File: src/rtl/fixpoint_addsub_acc.sv
// Pipelined fixed-point add/subtract/accumulate unit with valid/ready flow control.
// Aligns in1 (QWI1.WF1) and in2 (QWI2.WF2) to a common WS-bit grid, then adds,
// subtracts, accumulates or loads. The result is rounded and saturated (or wrapped)
// to QWIO.WFO. Stage 1 registers the sum or new acc value; stage 2 registers the
// converted output.
// Ports:
//   CLK, RST          clock, synchronous active-high reset
//   in_valid/in_ready input handshake; in_ready is combinational (!out_valid | out_ready)
//   in1, in2, mode    operands and operation: 00 add, 01 sub, 10 acc += in1, 11 acc = in1
//   out_valid/out_ready output handshake
//   out, ovf          result in QWIO.WFO and its overflow flag
//   ovf_sticky        OR of all presented ovf; clr_sticky clears it and wins over a set
module fixpoint_addsub_acc #(
    parameter int unsigned WI1   = 4,
    parameter int unsigned WF1   = 3,
    parameter int unsigned WI2   = 6,
    parameter int unsigned WF2   = 5,
    parameter int unsigned WIO   = 1,
    parameter int unsigned WFO   = 15,
    parameter int unsigned ACC_G = 4,
    parameter bit          SAT   = 1'b1,
    parameter bit          RND   = 1'b1
) (
    input  logic                 CLK,
    input  logic                 RST,
    input  logic                 in_valid,
    output logic                 in_ready,
    input  logic [WI1+WF1-1:0]   in1,
    input  logic [WI2+WF2-1:0]   in2,
    input  logic [1:0]           mode,
    output logic                 out_valid,
    input  logic                 out_ready,
    output logic [WIO+WFO-1:0]   out,
    output logic                 ovf,
    output logic                 ovf_sticky,
    input  logic                 clr_sticky
);

    localparam int unsigned INTL    = (WI1 > WI2) ? WI1 : WI2;
    localparam int unsigned FRCL    = (WF1 > WF2) ? WF1 : WF2;
    localparam int unsigned WS      = INTL + ACC_G + FRCL;
    localparam int unsigned WO      = WIO + WFO;
    localparam int unsigned SH1     = FRCL - WF1;
    localparam int unsigned SH2     = FRCL - WF2;
    localparam int unsigned SHL     = (WFO >= FRCL) ? WFO - FRCL : 0;
    localparam int unsigned SHR     = (WFO < FRCL) ? FRCL - WFO : 0;
    localparam int unsigned RND_POS = (SHR > 0) ? SHR - 1 : 0;
    // One spare bit so the rounding increment never wraps.
    localparam int unsigned WE      = WS + SHL + 1;

    logic signed [WS-1:0] a1, a2, res;
    logic signed [WS-1:0] acc_q, acc_d, s1_q, s1_d;
    logic                 s1_valid_q, s1_valid_d;
    logic                 out_valid_q, out_valid_d;
    logic [WO-1:0]        out_q, out_d;
    logic                 ovf_q, ovf_d;
    logic                 sticky_q, sticky_d;
    logic                 advance, accept;

    logic signed [WE-1:0] ext, scaled, upper, rnd_inc;
    logic                 conv_ovf;
    logic [WO-1:0]        conv_out;

    // Operand alignment: sign-extend the integer part, zero-pad the fraction.
    assign a1 = WS'($signed(in1)) <<< SH1;
    assign a2 = WS'($signed(in2)) <<< SH2;

    // Whole pipe moves together whenever the output slot is free or being taken.
    assign advance  = !out_valid_q || out_ready;
    assign accept   = in_valid && advance;
    assign in_ready = advance;

    // Stage 1: arithmetic and accumulator update.
    always_comb begin
        acc_d      = acc_q;
        s1_d       = s1_q;
        s1_valid_d = s1_valid_q;
        unique case (mode)
            2'b00:   res = a1 + a2;
            2'b01:   res = a1 - a2;
            2'b10:   res = acc_q + a1;
            default: res = a1;
        endcase
        if (advance) begin
            s1_valid_d = accept;
            if (accept) begin
                s1_d = res;
                if (mode[1]) begin
                    acc_d = res;
                end
            end
        end
    end

    // Rescale to the output grid; rounding carry is included before the range check.
    assign rnd_inc  = (RND && (SHR > 0)) ? (WE'(1) << RND_POS) : '0;
    assign ext      = WE'(s1_q);
    assign scaled   = ((ext <<< SHL) + rnd_inc) >>> SHR;
    assign upper    = scaled >>> (WO - 1);
    assign conv_ovf = (upper != '0) && (upper != '1);

    always_comb begin
        conv_out = scaled[WO-1:0];
        if (SAT && conv_ovf) begin
            conv_out = scaled[WE-1] ? {1'b1, {(WO-1){1'b0}}} : {1'b0, {(WO-1){1'b1}}};
        end
    end

    // Stage 2: output register and sticky overflow.
    always_comb begin
        out_valid_d = out_valid_q;
        out_d       = out_q;
        ovf_d       = ovf_q;
        sticky_d    = sticky_q;
        if (advance) begin
            out_valid_d = s1_valid_q;
            if (s1_valid_q) begin
                out_d = conv_out;
                ovf_d = conv_ovf;
            end
        end
        if (advance && s1_valid_q && conv_ovf) begin
            sticky_d = 1'b1;
        end
        if (clr_sticky) begin
            sticky_d = 1'b0;
        end
    end

    always_ff @(posedge CLK) begin
        if (RST) begin
            acc_q       <= '0;
            s1_q        <= '0;
            s1_valid_q  <= 1'b0;
            out_valid_q <= 1'b0;
            out_q       <= '0;
            ovf_q       <= 1'b0;
            sticky_q    <= 1'b0;
        end else begin
            acc_q       <= acc_d;
            s1_q        <= s1_d;
            s1_valid_q  <= s1_valid_d;
            out_valid_q <= out_valid_d;
            out_q       <= out_d;
            ovf_q       <= ovf_d;
            sticky_q    <= sticky_d;
        end
    end

    assign out_valid  = out_valid_q;
    assign out        = out_q;
    assign ovf        = ovf_q;
    assign ovf_sticky = sticky_q;

endmodule

File: config.mk
export PLATFORM = sky130hd
export DESIGN_NAME = fixpoint_addsub_acc
export DESIGN_NICKNAME = d
export VERILOG_FILES = /design/src/rtl/fixpoint_addsub_acc.sv
export SDC_FILE = /design/constraint.sdc
export NUM_CORES = 1
export LEC_CHECK = 0
export ABC_AREA = 1
export CELL_PAD_IN_SITES_DETAIL_PLACEMENT = 0
export CELL_PAD_IN_SITES_GLOBAL_PLACEMENT = 1
export CORE_MARGIN = 4
export CORE_UTILIZATION = 39
export DETAILED_ROUTE_END_ITERATION = 8
export HOLD_SLACK_MARGIN = 0.12
export PLACE_DENSITY = 0.89
export SYNTH_ARGS = -nofsm -noshare
export SYNTH_HDL_FRONTEND = slang
export SYNTH_SLANG_ARGS = --single-unit
File: constraint.sdc
create_clock -name CLK -period 2.4 [get_ports CLK]
set_clock_uncertainty 0.1 [all_clocks]
set_input_delay 0.72 -clock CLK [delete_from_list [all_inputs] [get_ports CLK]]
set_output_delay 0.72 -clock CLK [all_outputs]
set_load 0.05 [all_outputs]
==> impl_results.md <==
- LEAKAGE: 2.53 nW
- Clock Latency Late Sink: around 300 ps
- CTS sink cnt: 41
- Post-Synth Simple-Gate Area: between 30% and 40%
- Nets: 748
- Fin crit period: roughly 2300 ps
- GR peak layer: met2
- Pre-antenna DRT Iters: 4
- RSZ-0062 raised after global routing: true
- Final Setup Violations: 0
- Maxcap violations: 0
- Startpoint Class: primary input
- Largest family of logic cells by synthesized area: simple AND/OR/NAND/NOR gates
- Distinct cell type count after synthesis: 37
- #FFs+latches synth: 41
- HPWL after detailed placement: around 8500 um
- Mux contribution to synthesized area: 0%
- Total power: 0.00235 W
- Vias/cell: 5.13
- Xor-xnor portion of the synthesized cell area: 0.734%
- Synth warnings: 0
- FMAX: 427 MHz
- Vias in the first global route: between 3k and 4k
- GRT overflow: 0
- Syn Inst Count: just under 600
- I/O Buffers: 44
- Post-Place Setup Slack: -594 ps
- TritonCTS Buffers: 5
- Crit path DAT: around 1500 ps
- First-pass GRT wire length: approximately 19,000 um
- Status: finished, final reports clean
- Mapped cell area: ~3600 um2
- Total GRT Usage: between 20% and 30%
- Final worst-path cycle share: 97.5%
- # IOs: 45
- Async set or reset register ratio after synthesis: 0%
- Layout area overhead: 43.9%
- Hold Crit Class: reg2reg
- Met1 GRT Util: between 20 and 30%
- GRT met2 Usage: 34.5%
- Setup TNS: 0 ps
- VDD IR max: 0.213 mV
- CTS H-tree lvls: 2
- Detailed-route wire length per cell: 13.9 um
- Final ANT Viol Nets: 0
- Worst-Margin Slew: 510 ps
- CP Capture Type: output pin
- DIE WIDTH: 104 um
- DR iter-0 viols: 178
- Rows: 34
- Reg clk slew, reported paths: ~80 ps
- Antenna cells: 0
- Sequential area share after synthesis: a little under a quarter
- CP peak stage delay: around 420 ps
- Root buf cell: clkbuf_8
- Hold Buf Count CTS: 0
- Filler Cell Count: 842
- Slew Limit Fails: 0
- Clk buf depth: 2
- PnR worst setup slack: 59.3 ps
- Worst-path fanout max: 3
- Cell Pwr Density: around 460 nW/um2
- Fraction of layout cells with a size suffix above 1: 29.7%
- Core Area: 8850 um2
- Setup CP Type: in2out
- Post-synth EDFFs: 0
- Met3 Track Usage GR: 2.74%
- Die Area: 10,800 um2
- Cell Chain, Critical Path: clkdlybuf4s50_1 -> nor2_2 -> inv_2 -> buf_12
- Top FF cell, synth: dfxtp_1
- Die H: 104 um
- Initial antenna violation count: 0
- Mean post-synth cell area: approximately 6 um2
- Critical-path top delay cell: clkdlybuf4s50_1
- Complex-gate fraction of the synthesized area: 13.1%
- Syn nets: between 600 and 700
- CTS tree: yes
- Routed wire length: 11,100 um
- Final Hold Violating Endpoints: 0
- WP data required: 1580 ps
- Post-Synth Adder-Cell Area: 11.9%
- Placer's final routability congestion estimate: 0.873
- Post-layout util: ~58%
- Largest net degree at the start of global routing: 21
- Slew Limit Headroom: approximately two thirds
- Starting density of the core: 40.5%
- DR vias: 4,098
- Drt drc: 0
## cells in the mapped netlist, types with 3 or more instances
| cell | number | area (um2) |
|---|---|---|
| nand2_1 | 132 | 495 |
| inv_1 | 76 | 285 |
| nor2_1 | 74 | 278 |
| nand3_1 | 62 | 310 |
| o21ai_0 | 43 | 215 |
| dfxtp_1 | 41 | 821 |
| a21oi_1 | 31 | 155 |
| ha_1 | 31 | 388 |
| nand4_1 | 23 | 144 |
| buf_4 | 13 | 97.6 |
| clkbuf_1 | 5 | 18.8 |
| inv_2 | 5 | 18.8 |
| nor2_2 | 5 | 31.3 |
| buf_2 | 3 | 15.0 |
| nor4_1 | 3 | 18.8 |
| o21bai_1 | 3 | 22.5 |
## critical path, delay by kind of cell
| family | cells | cell delay (ps) |
|---|---|---|
| buffers and inverters | 3 | 650 |
| AND/OR/NAND/NOR | 1 | 150 |
## state kept, by name (all words and copies together) (netlist names)
register and count:
out_valid 1, out 7, acc_q 15, s1_q 15, s1_valid_q 1, ovf_sticky 1
ovf 1
## metrics by stage
stage | instance area, um2 | hold WS (ps) | instances
global placement | 4590 | 347 | 785
floorplan | 3580 | 338 | 580
finish | 5150 | 361 | 799
global route | 5150 | 389 | 799
CTS | 5050 | 366 | 798
detailed placement | 4590 | 355 | 785
## power by group
part	internal, W	switching (W)	leakage, nW
clock network	0.000233	0.000249	0.0512
registers	0.000735	0.0000425	0.338
logic	0.000477	0.000617	2.14
total	0.00144	0.000909	2.53
## cell type report
class | instances | area [um2] | share of cell area [%]
Tap cell | 108 | 135 | 2.62
Inverter | 82 | 313 | 6.07
Timing Repair Buffer | 125 | 1070 | 20.9
Clock inverter | 2 | 13.8 | 0.267
Multi-Input combinational cell | 435 | 2710 | 52.6
Clock buffer | 6 | 82.6 | 1.60
Sequential cell | 41 | 821 | 15.9
## worst paths after layout
check	from	slack [ps]	cells past startpoint	end
setup / recovery	out_ready	60	4	in_ready
hold / removal	out[15]	360	2	out[15]
setup reg to reg	acc_q[2]	530	10	acc_q[8]
hold reg to reg	out[15]	360	2	out[15]
## placed cells by master (no fill, tap or decap), types with 5 or more instances in the layout
master,netlist,final
nand2_1,132,118
buf_4,13,86
inv_1,76,64
nor2_1,74,64
nand3_1,62,51
dfxtp_1,41,41
o21ai_0,43,37
nand4_1,23,23
a21oi_1,31,23
clkdlybuf4s50_1,0,17
inv_2,5,16
ha_4,0,15
nand2_2,2,14
nand3_2,2,13
ha_1,31,13
nor2_2,5,12
a21oi_2,1,8
o21ai_1,1,6
clkbuf_8,0,6
dlygate4sd2_1,0,6
nor2_4,2,5
## kinds of logic (layout without fill, tap and decap cells)
family	after synthesis	count (layout)
buf+inv	104	215
simple gates	312	312
fa+ha+maj	33	33
flops	41	41
compound gates	87	87
xor+xnor	3	3
## per-layer routing
layer | vias up | routed length (um)
li1 | 2109 | -
met1 | 1872 | 5160
met2 | 103 | 5280
met3 | 14 | 525
met4 | 0 | 156
met5 | - | 0
## repair_timing
item / in CTS / in global routing
pin swaps: 32 / 26
cloned: 1 / 0
resized for setup: 83 / 45
endpoints found under the setup margin: 24 / 21
setup buffers: 4 / 2
No activity file was read; power rests on OpenSTA's default activity.
==> RTL change: new RTL, same settings <==
Set the parameter `WF2` to 6 (it was 5).
--- a/src/rtl/fixpoint_addsub_acc.sv
+++ b/src/rtl/fixpoint_addsub_acc.sv
@@ -16,3 +16,3 @@
     parameter int unsigned WI2   = 6,
-    parameter int unsigned WF2   = 5,
+    parameter int unsigned WF2   = 6,
     parameter int unsigned WIO   = 1,
Interface: changed (resized in2); port bits go from 45 to 46. The function was not compared with the original's and may differ.
==> RTL change against the original RTL <==
- synthesized area grew 4.5%
- final area rose by 2.1%
- power increased by 13%
- routed wire length is 0.71% higher
- worst setup slack worse by 2.0 ps
- combinational power is 4% lower
- sequential cell count grew 3
- final cell count grew 4.8%
- highest routed layer unchanged
==> RTL change: results (changes against the original RTL) <==
----------------------------------------------------
[Setup path]
  Worst setup slack for register-to-register paths ... 450 ps (-80 ps)
  Worst r2r dst ... acc_q[11]$_SDFFE_PP0P_
  Worst R2R Path Depth ... 10 (unchanged)
  Reg-to-Reg Start ... acc_q[3]$_SDFFE_PP0P_

[Finish]
  Final net count ... 766 (+2.4%)
  Antenna Diode Count ... 0 (unchanged)
  Number of standard cells in the final layout excluding fillers ... 837 (+4.8%)
  Share of cells above drive strength 1 ... 0.264 (-0.0325)
  # fillers ... 924 (+9.7%)

[Placed design]
  Half-perimeter wire length after placement ... 8.59 mm (+0.70%)
  Area of placed instances ... 4750 um2 (+3.6%)
  RD Place Congestion ... 0.901 (+3.3%)
  Buffers added on ports ... 45 (+2.3%)
  Dpl cells ... 824 (+5.0%)
  Worst setup slack after placement ... -707 ps (-114 ps)

[Power]
  LEAKAGE ... 2.59 nW (+2.4%)
  Power attributed to combinational cells ... 1.05 mW (-4%)
  Clk pwr share ... 0.294 (+0.089)
  VDD IR-drop max ... 0.000298 V (+40%)
  Internal power contribution ... 1.75 mW (+21%)
  Logic gate share of total power ... 0.395 (-0.070)

[Synthesis]
  Synth Area in Compound Gates ... 0.144 (+0.0134)
  Mapped Nets ... 660 (+3.4%)
  Post-synthesis xor/xnor area fraction ... 0.00936 (+0.00202)
  Synth unique cells ... 35 (-5.4%)
  Adder-cell area share of the yosys netlist ... 0.114 (-0.00519)
  Commonest cells post-synth ... nand2_1 (134), inv_1 (85), nor2_1 (74)
  Sequential element share of the synthesized area ... 0.235 (+0.00608)
  Largest cells by area after synthesis ... dfxtp_1 (24%), nand2_1 (13%), ha_1 (10%)
  Synth Area per Inst ... 6.23 um2 (+0.89%)

[Drt]
  Drt pass-1 iters ... 5 (+1)
  Violation count after the first detailed-route iteration ... 234 (+31%)
  Routed len/inst ... 13.4 um (-3.9%)
  Vias ... 4221 (+3.0%)

[GRT]
  Largest net degree at the start of global routing ... 38 (+81%)
  Vias in the first global route ... 3970 (+2.0%)
  Wire length of the first global-routing pass ... 18.5 mm (-1.3%)
  Global-route usage over all layers ... 0.198 (-0.00815)

[Outcome]
  Outcome ... complete, no violations

[STA]
  Hold WS ... 367 ps (+6.29 ps)

[Worst hold path]
  Hold path startpoint ... out[15]$_SDFFE_PP0P_
  Hold Crit Depth ... 2 (unchanged)

----------------------------------------------------
RTL change: final cells by class:
| class | instances | area, um2 | share of cell area |
|---|---|---|---|
| Sequential cell | 44 | 881 | 0.167 |
| Clock buffer | 5 | 68.8 | 0.0131 |
| Timing Repair Buffer | 125 | 1040 | 0.197 |
| Inverter | 89 | 337 | 0.0640 |
| Multi-Input combinational cell | 442 | 2690 | 0.511 |
| Clock inverter | 3 | 90.1 | 0.0171 |
| Tap cell | 129 | 161 | 0.0307 |
RTL change: logic make-up (layout without fill, tap and decap cells):
kind of cell | count (synthesis) | count (layout)
buffers and inverters | 115 | 222
adders and majority gates | 33 | 33
and+or+nand+nor | 306 | 306
xor gates and xnor gates | 4 | 4
AOI/OAI and AO/OA | 99 | 99
DFF | 44 | 44
RTL change: what timing repair did:
action | in CTS | in global routing
setup endpoints to repair | 24 | 20
pin swaps | 22 | 12
buffers inserted | 2 | 3
resized for setup | 83 | 20
hold buffers | 0 | 0
RTL change: worst max-delay path by stage:
stage	start	end	slack, ps
after floorplan	in1[0]	s1_q[7]$_SDFFE_PP0P_	100
after global placement	in1[0]	s1_q[11]$_SDFFE_PP0P_	-680
after detailed placement	in1[0]	acc_q[7]$_SDFFE_PP0P_	-710
after CTS	in2[10]	acc_q[11]$_SDFFE_PP0P_	2
after global routing	in1[6]	s1_q[15]$_SDFFE_PP0P_	-10
final	out_ready	in_ready	60
RTL change: metal layers:
layer  vias to the layer above  wire [um]  share of wire  GRT usage
li1                       2157          -              -          -
met1                      1944       5190           0.46      0.264
met2                       103       5280           0.47      0.338
met3                        17        560          0.050     0.0304
met4                         0        159          0.014     0.0472
met5                         -          0              0          0
RTL change: critical path, delay by kind of cell:
| family | cells | cell delay, ps |
|---|---|---|
| buffers and inverters | 3 | 670 |
| AND/OR/NAND/NOR | 1 | 130 |
